<file path="config.mk">
export PLATFORM = sky130hd
export DESIGN_NAME = mem_access_unit
export DESIGN_NICKNAME = d
export VERILOG_FILES = /design/src/rtl/mem_access_unit.sv
export SDC_FILE = /design/constraint.sdc
export NUM_CORES = 1
export LEC_CHECK = 0
export ABC_AREA = 1
export CAP_MARGIN = 20
export CELL_PAD_IN_SITES_DETAIL_PLACEMENT = 0
export CELL_PAD_IN_SITES_GLOBAL_PLACEMENT = 2
export CORE_UTILIZATION = 22
export CTS_BUF_LIST = sky130_fd_sc_hd__clkbuf_8
export CTS_CLUSTER_DIAMETER = 60
export DETAILED_ROUTE_END_ITERATION = 8
export PLACE_DENSITY = 0.79
export SYNTH_ARGS = -nofsm -noshare
export SYNTH_HDL_FRONTEND = slang
export SYNTH_SLANG_ARGS = --single-unit
</file>
<file path="constraint.sdc">
create_clock -name clk -period 1.3 [get_ports clk]
set_input_delay 0.26 -clock clk [delete_from_list [all_inputs] [get_ports clk]]
set_output_delay 0.26 -clock clk [all_outputs]
set_load 0.02 [all_outputs]
</file>
<file path="src/rtl/mem_access_unit.sv">
// mem_access_unit: load/store unit between a multi-cycle core and a
// valid/ack memory bus. It decodes byte strobes, replicates store data
// across lanes, and sign- or zero-extends load data. It also flags
// misaligned and illegal requests without touching the bus.
// Optional feature macro: MEM_TIMEOUT_EN. When it is defined, a bus request
// that is not acked within TIMEOUT_CYCLES BUS cycles fails with cause 11.
module mem_access_unit #(
  parameter int DATA_WIDTH     = 32,
  parameter int ADDR_WIDTH     = 32,
  parameter int TIMEOUT_CYCLES = 255
) (
  input  logic                    clk,
  input  logic                    reset,
  input  logic                    core_valid,
  input  logic                    core_write,
  input  logic [2:0]              core_option,
  input  logic [ADDR_WIDTH-1:0]   core_address,
  input  logic [DATA_WIDTH-1:0]   core_write_data,
  output logic                    core_ready,
  output logic [DATA_WIDTH-1:0]   core_read_data,
  output logic                    core_error,
  output logic [1:0]              core_error_cause,
  output logic                    busy,
  output logic                    bus_read,
  output logic                    bus_write,
  output logic [ADDR_WIDTH-1:0]   bus_address,
  output logic [DATA_WIDTH-1:0]   bus_write_data,
  output logic [DATA_WIDTH/8-1:0] bus_strobe,
  input  logic [DATA_WIDTH-1:0]   bus_read_data,
  input  logic                    bus_ack
);

  localparam int STRB_W = DATA_WIDTH / 8;
  localparam int LANE_W = $clog2(STRB_W);

  localparam logic [1:0] IDLE = 2'd0;
  localparam logic [1:0] BUS  = 2'd1;
  localparam logic [1:0] RESP = 2'd2;
  localparam logic [1:0] ERR  = 2'd3;

  localparam logic [2:0] OPT_B  = 3'b000;
  localparam logic [2:0] OPT_H  = 3'b001;
  localparam logic [2:0] OPT_W  = 3'b010;
  localparam logic [2:0] OPT_D  = 3'b011;
  localparam logic [2:0] OPT_BU = 3'b100;
  localparam logic [2:0] OPT_HU = 3'b101;
  localparam logic [2:0] OPT_WU = 3'b110;

  localparam logic [1:0] CAUSE_NONE     = 2'b00;
  localparam logic [1:0] CAUSE_MISALIGN = 2'b01;
  localparam logic [1:0] CAUSE_ILLEGAL  = 2'b10;
  localparam logic [1:0] CAUSE_TIMEOUT  = 2'b11;

  // Reject unsupported configurations at elaboration time.
  if (DATA_WIDTH != 32 && DATA_WIDTH != 64) begin : g_bad_width
    $error("mem_access_unit: DATA_WIDTH must be 32 or 64");
  end
  if (TIMEOUT_CYCLES < 1 || TIMEOUT_CYCLES > 65535) begin : g_bad_timeout
    $error("mem_access_unit: TIMEOUT_CYCLES must be in 1..65535");
  end

  logic [1:0]            state_reg, state_next;
  logic [1:0]            cause_reg, cause_next;
  logic                  write_reg;
  logic [2:0]            option_reg;
  logic [ADDR_WIDTH-1:0] address_reg;
  logic [DATA_WIDTH-1:0] wdata_reg;
  logic [DATA_WIDTH-1:0] rdata_reg;

  logic                  req_illegal;
  logic                  req_misaligned;
  logic                  timer_expired;

  logic [LANE_W-1:0]     lane;
  logic [LANE_W+2:0]     lane_shift;
  logic [31:0]           lane_word;
  logic [STRB_W-1:0]     strobe_base;
  logic [STRB_W-1:0]     strobe_lanes;
  logic [DATA_WIDTH-1:0] store_data;
  logic [DATA_WIDTH-1:0] load_ext;
  logic                  bus_active;

  // Classify the incoming request; an illegal option outranks misalignment.
  always_comb begin
    req_illegal = 1'b0;
    if (core_option == 3'b111) begin
      req_illegal = 1'b1;
    end
    if (DATA_WIDTH == 32 && (core_option == OPT_D || core_option == OPT_WU)) begin
      req_illegal = 1'b1;
    end
    if (core_write && core_option[2]) begin
      req_illegal = 1'b1;
    end
    req_misaligned = 1'b0;
    case (core_option[1:0])
      2'b01:   req_misaligned = core_address[0];
      2'b10:   req_misaligned = |core_address[1:0];
      2'b11:   req_misaligned = |core_address[LANE_W-1:0];
      default: req_misaligned = 1'b0;
    endcase
  end

  // Next-state and error-cause selection.
  always_comb begin
    state_next = state_reg;
    cause_next = cause_reg;
    case (state_reg)
      IDLE: begin
        cause_next = CAUSE_NONE;
        if (core_valid) begin
          if (req_illegal) begin
            state_next = ERR;
            cause_next = CAUSE_ILLEGAL;
          end else if (req_misaligned) begin
            state_next = ERR;
            cause_next = CAUSE_MISALIGN;
          end else begin
            state_next = BUS;
          end
        end
      end
      BUS: begin
        // An ack arriving in the same cycle as expiry still completes normally.
        if (bus_ack) begin
          state_next = RESP;
        end else if (timer_expired) begin
          state_next = ERR;
          cause_next = CAUSE_TIMEOUT;
        end
      end
      RESP:    state_next = IDLE;
      ERR:     state_next = IDLE;
      default: state_next = IDLE;
    endcase
  end

  // FSM state and latched cause registers.
  always_ff @(posedge clk or negedge reset) begin
    if (!reset) begin
      state_reg <= IDLE;
      cause_reg <= CAUSE_NONE;
    end else begin
      state_reg <= state_next;
      cause_reg <= cause_next;
    end
  end

  // Capture the request fields once, when it is accepted in IDLE.
  always_ff @(posedge clk or negedge reset) begin
    if (!reset) begin
      write_reg   <= 1'b0;
      option_reg  <= 3'b000;
      address_reg <= '0;
      wdata_reg   <= '0;
    end else if (state_reg == IDLE && core_valid) begin
      write_reg   <= core_write;
      option_reg  <= core_option;
      address_reg <= core_address;
      wdata_reg   <= core_write_data;
    end
  end

`ifdef MEM_TIMEOUT_EN
  localparam logic [15:0] TIMEOUT_LAST = 16'(TIMEOUT_CYCLES - 1);
  logic [15:0] timer_reg;

  // Count unacked BUS cycles; the counter sits at zero outside BUS.
  always_ff @(posedge clk or negedge reset) begin
    if (!reset) begin
      timer_reg <= 16'd0;
    end else if (state_reg != BUS) begin
      timer_reg <= 16'd0;
    end else if (!bus_ack) begin
      timer_reg <= timer_reg + 16'd1;
    end
  end

  assign timer_expired = (timer_reg == TIMEOUT_LAST);
`else
  assign timer_expired = 1'b0;
`endif

  // Lane selection and byte-lane strobe pattern for the latched request.
  assign lane       = address_reg[LANE_W-1:0];
  assign lane_shift = {lane, 3'b000};
  assign lane_word  = 32'(bus_read_data >> lane_shift);

  always_comb begin
    case (option_reg[1:0])
      2'b00:   strobe_base = STRB_W'(4'h1);
      2'b01:   strobe_base = STRB_W'(4'h3);
      2'b10:   strobe_base = STRB_W'(4'hF);
      default: strobe_base = '1;
    endcase
    strobe_lanes = strobe_base << lane;
  end

  // Store data: narrow stores are replicated so every lane carries the value.
  always_comb begin
    case (option_reg[1:0])
      2'b00:   store_data = {(DATA_WIDTH/8){wdata_reg[7:0]}};
      2'b01:   store_data = {(DATA_WIDTH/16){wdata_reg[15:0]}};
      2'b10:   store_data = {(DATA_WIDTH/32){wdata_reg[31:0]}};
      default: store_data = wdata_reg;
    endcase
  end

  // Load data: pick the addressed lane and extend it to the full width.
  always_comb begin
    load_ext = bus_read_data;
    case (option_reg)
      OPT_B:   load_ext = DATA_WIDTH'($signed(lane_word[7:0]));
      OPT_H:   load_ext = DATA_WIDTH'($signed(lane_word[15:0]));
      OPT_W:   load_ext = DATA_WIDTH'($signed(lane_word[31:0]));
      OPT_BU:  load_ext = DATA_WIDTH'(lane_word[7:0]);
      OPT_HU:  load_ext = DATA_WIDTH'(lane_word[15:0]);
      OPT_WU:  load_ext = DATA_WIDTH'(lane_word[31:0]);
      default: load_ext = bus_read_data;
    endcase
  end

  // The load result holds until the next completion; a failure clears it.
  always_ff @(posedge clk or negedge reset) begin
    if (!reset) begin
      rdata_reg <= '0;
    end else if (state_next == ERR) begin
      rdata_reg <= '0;
    end else if (state_reg == BUS && bus_ack && !write_reg) begin
      rdata_reg <= load_ext;
    end
  end

  assign bus_active       = (state_reg == BUS);
  assign busy             = (state_reg != IDLE);
  assign bus_read         = bus_active & ~write_reg;
  assign bus_write        = bus_active & write_reg;
  assign bus_address      = bus_active ? {address_reg[ADDR_WIDTH-1:LANE_W], LANE_W'(0)} : '0;
  assign bus_strobe       = bus_write ? strobe_lanes : '0;
  assign bus_write_data   = bus_write ? store_data : '0;
  assign core_ready       = (state_reg == RESP) || (state_reg == ERR);
  assign core_error       = (state_reg == ERR);
  assign core_error_cause = (state_reg == ERR) ? cause_reg : CAUSE_NONE;
  assign core_read_data   = rdata_reg;

endmodule

</file>
==> impl_results.md <==
* Outcome: finished with violations
* Violated checks: negative setup slack
* Row cnt at between 50 and 60
* Final setup margin at -0.6421 ns
* PortBufs at between 200 and 250
* Avg Cell Area, Syn at 7.350 um^2
* Vias at 6402
* Largest cells by area after synthesis: dfrtp_1 45%, nand2_1 16%, nor2_1 6.0%
* IO Pins at ~210
* Vias per std cell at ~4.5
* Largest net degree at the start of global routing at 51
* Initial antenna violation count at 2
* Count leader, synth: nand2_1
* Clock sink count at between 100 and 150
* Setup CP Type: reg2out
* Core area at 25400 um^2
* Die footprint at around 27000 um^2
* Final nets at 1205
* Crit path DAT at 1.68 ns
* Clk pin slew, worst setup/hold paths at approximately 0.11 ns
* Post-DRT Antenna Nets at 0
* Min cycle time layout at a little under 2 ns
* CP Data Required Time at 1.04 ns
* Drt pass-1 iters at 4
* Slew Viols, Final at 0
* Worst Hold Depth at 4
* GRT Util Overall at roughly 17%
* Synth top area share at a little under half
* Final wirelength at roughly 24000 um
* Maximum vdd drop at roughly 0.77 mV
* Drt drc at 0
* Initial drt markers at roughly 330
* Flops & latches, synth at 104
* Placed wire-length estimate after detailed placement at about 16000 um
* Fin. Hold Viols at 0
* Crit-path max FO at 10
* Count of cell types in the netlist at 30
* Setup crit end kind: primary output
* H-tree levels at 3
* Share of cells above drive strength 1 at between 40% and 50%
* Number of synthesized flops with an enable pin at 0
* Layout area overhead at 88.32%
* Primary FF master, synth: dfrtp_1
* Post-synthesis sequential area ratio at a little under half
* Layout Skew at ~0.019 ns
* Maximum clock frequency at ~500 MHz
* Asr flop ratio synth at between 90% and 100%
* Total negative setup slack at -68.40 ns
* Mapped Area at 5741 um^2
* Synth Instances at 781
* Fin crit share at 149.4%
* Min-delay worst type: in2reg
* Synth warn at 0
* R2r worst-path depth at 9
* Worst-skew pair later-pin latency at slightly above 0.4 ns
* Leading area contributor after synthesis: dfrtp_1
* Core Util, Final at 42.56%
* First-pass GRT wire length at between 30000 and 40000 um
* RSZ-0062 raised after global routing: true
* Vias in the first global route at 6222
* Placer Congestion at 0.8417
* Post-synth top cells: 251 x nand2_1, 104 x dfrtp_1, 92 x nor2_1
* CTS Root Cell: clkbuf_8
* Clock buffer depth at 2
* Post-DR wirelength/cell at 16.67 um
* CTS tree: built
* Pleak at ~5.2 nW
* Worst setup SP type: register
* Die height at ~160 um
* Max cap viols at 0
* GRT overflow at 0
* P per Cell Area at between 2000 and 2500 nW/um^2
* Die W at between 150 and 200 um
* Starting density of the core at between 20% and 30%
* Total CTS buffers at 9
* Final setup fails at 175
[kinds of logic (layout without fill, tap and decap cells)]
family,count (synthesis),in the layout,share of synthesized area (%)
other,1,4,0.06533
AND/OR/NAND/NOR,449,452,34.59
AO/OA/AOI/OAI,106,106,10.29
multiplexers,1,1,0.1744
flip-flops,104,104,45.34
buffers and inverters,120,440,9.547
[cell type report]
class / instances / area (um^2)
sequential: 104 / 2606
inverter: 68 / 294.0
multi-input combinational: 561 / 3562
timing repair inverter: 1 / 16.27
antenna: 2 / 5.005
fill: 2614 / 14590
clock buffer: 9 / 123.9
tap: 330 / 412.9
timing repair buffer: 356 / 3736
clock inverter: 6 / 53.80
[where the power goes]
part           internal (mW)  total [mW]  leakage, nW  switching [mW]
combinational           7.18        16.0         3.77            8.85
clock                  0.718        2.00       0.0878            1.28
sequential              4.69        5.74         1.32            1.05
total                   12.6        23.8         5.18            11.2
[cells in the final DEF (no fill, tap or decap), types with 25 or more instances in the layout]
cell	n
buf_6	68
clkdlybuf4s50_1	99
inv_1	58
nand2_1	190
nor2_2	40
nand3_1	47
nand2_2	43
buf_4	110
nor2_4	25
buf_2	27
nand4_1	25
dfrtp_1	101
nor2_1	30
[final timing paths]
kind / end / startpoint / slack (ns)
setup / recovery: bus_write_data[15] / state_reg[0] / -0.64
hold / removal: option_reg[2] / core_option[2] / 0.29
setup reg to reg: core_read_data[17] / state_reg[0] / -0.41
hold reg to reg: wdata_reg[21] / wdata_reg[21] / 0.49
max in group asynchronous: option_reg[0] / reset / 0.58
min in group asynchronous: core_read_data[25] / reset / 0.40
[repair_timing]
| action | in CTS | in global routing |
|---|---|---|
| gates cloned | 5 | 23 |
| endpoints found under the hold margin | 104 | 0 |
| setup buffers | 12 | 15 |
| gates resized for setup | 572 | 199 |
| hold buffers | 1 | 0 |
| pin swaps | 19 | 7 |
| endpoints found under the setup margin | 204 | 179 |
[metrics by stage]
stage	power [mW]	hold WS (ns)	worst slack, ns	area, um^2	std cells
floorplan	12.82	-0.03559	-0.09293	6192	782
detailed placement	18.11	0.2758	-0.6583	9220	1370
global placement	18.05	0.2797	-0.6447	9220	1370
finish	23.76	0.2903	-0.6421	10810	1437
global route	25.41	0.2956	-0.7217	10810	1435
CTS	21.39	0.3525	-0.6614	9748	1400
[critical path, stage by stage (launching register included)]
cell     delay, ns
dfrtp_1       0.39
inv_2         0.06
nor2_4        0.17
nand2_8       0.12
buf_12        0.19
nor3_4        0.20
buf_6         0.15
[layer usage]
layer	part of all wire, %	global-route usage (%)
met5	0	0
met3	6.2	4.749
met4	0.97	3.956
met2	48	27.50
met1	45	21.86
(Power assumes the default switching activity.)
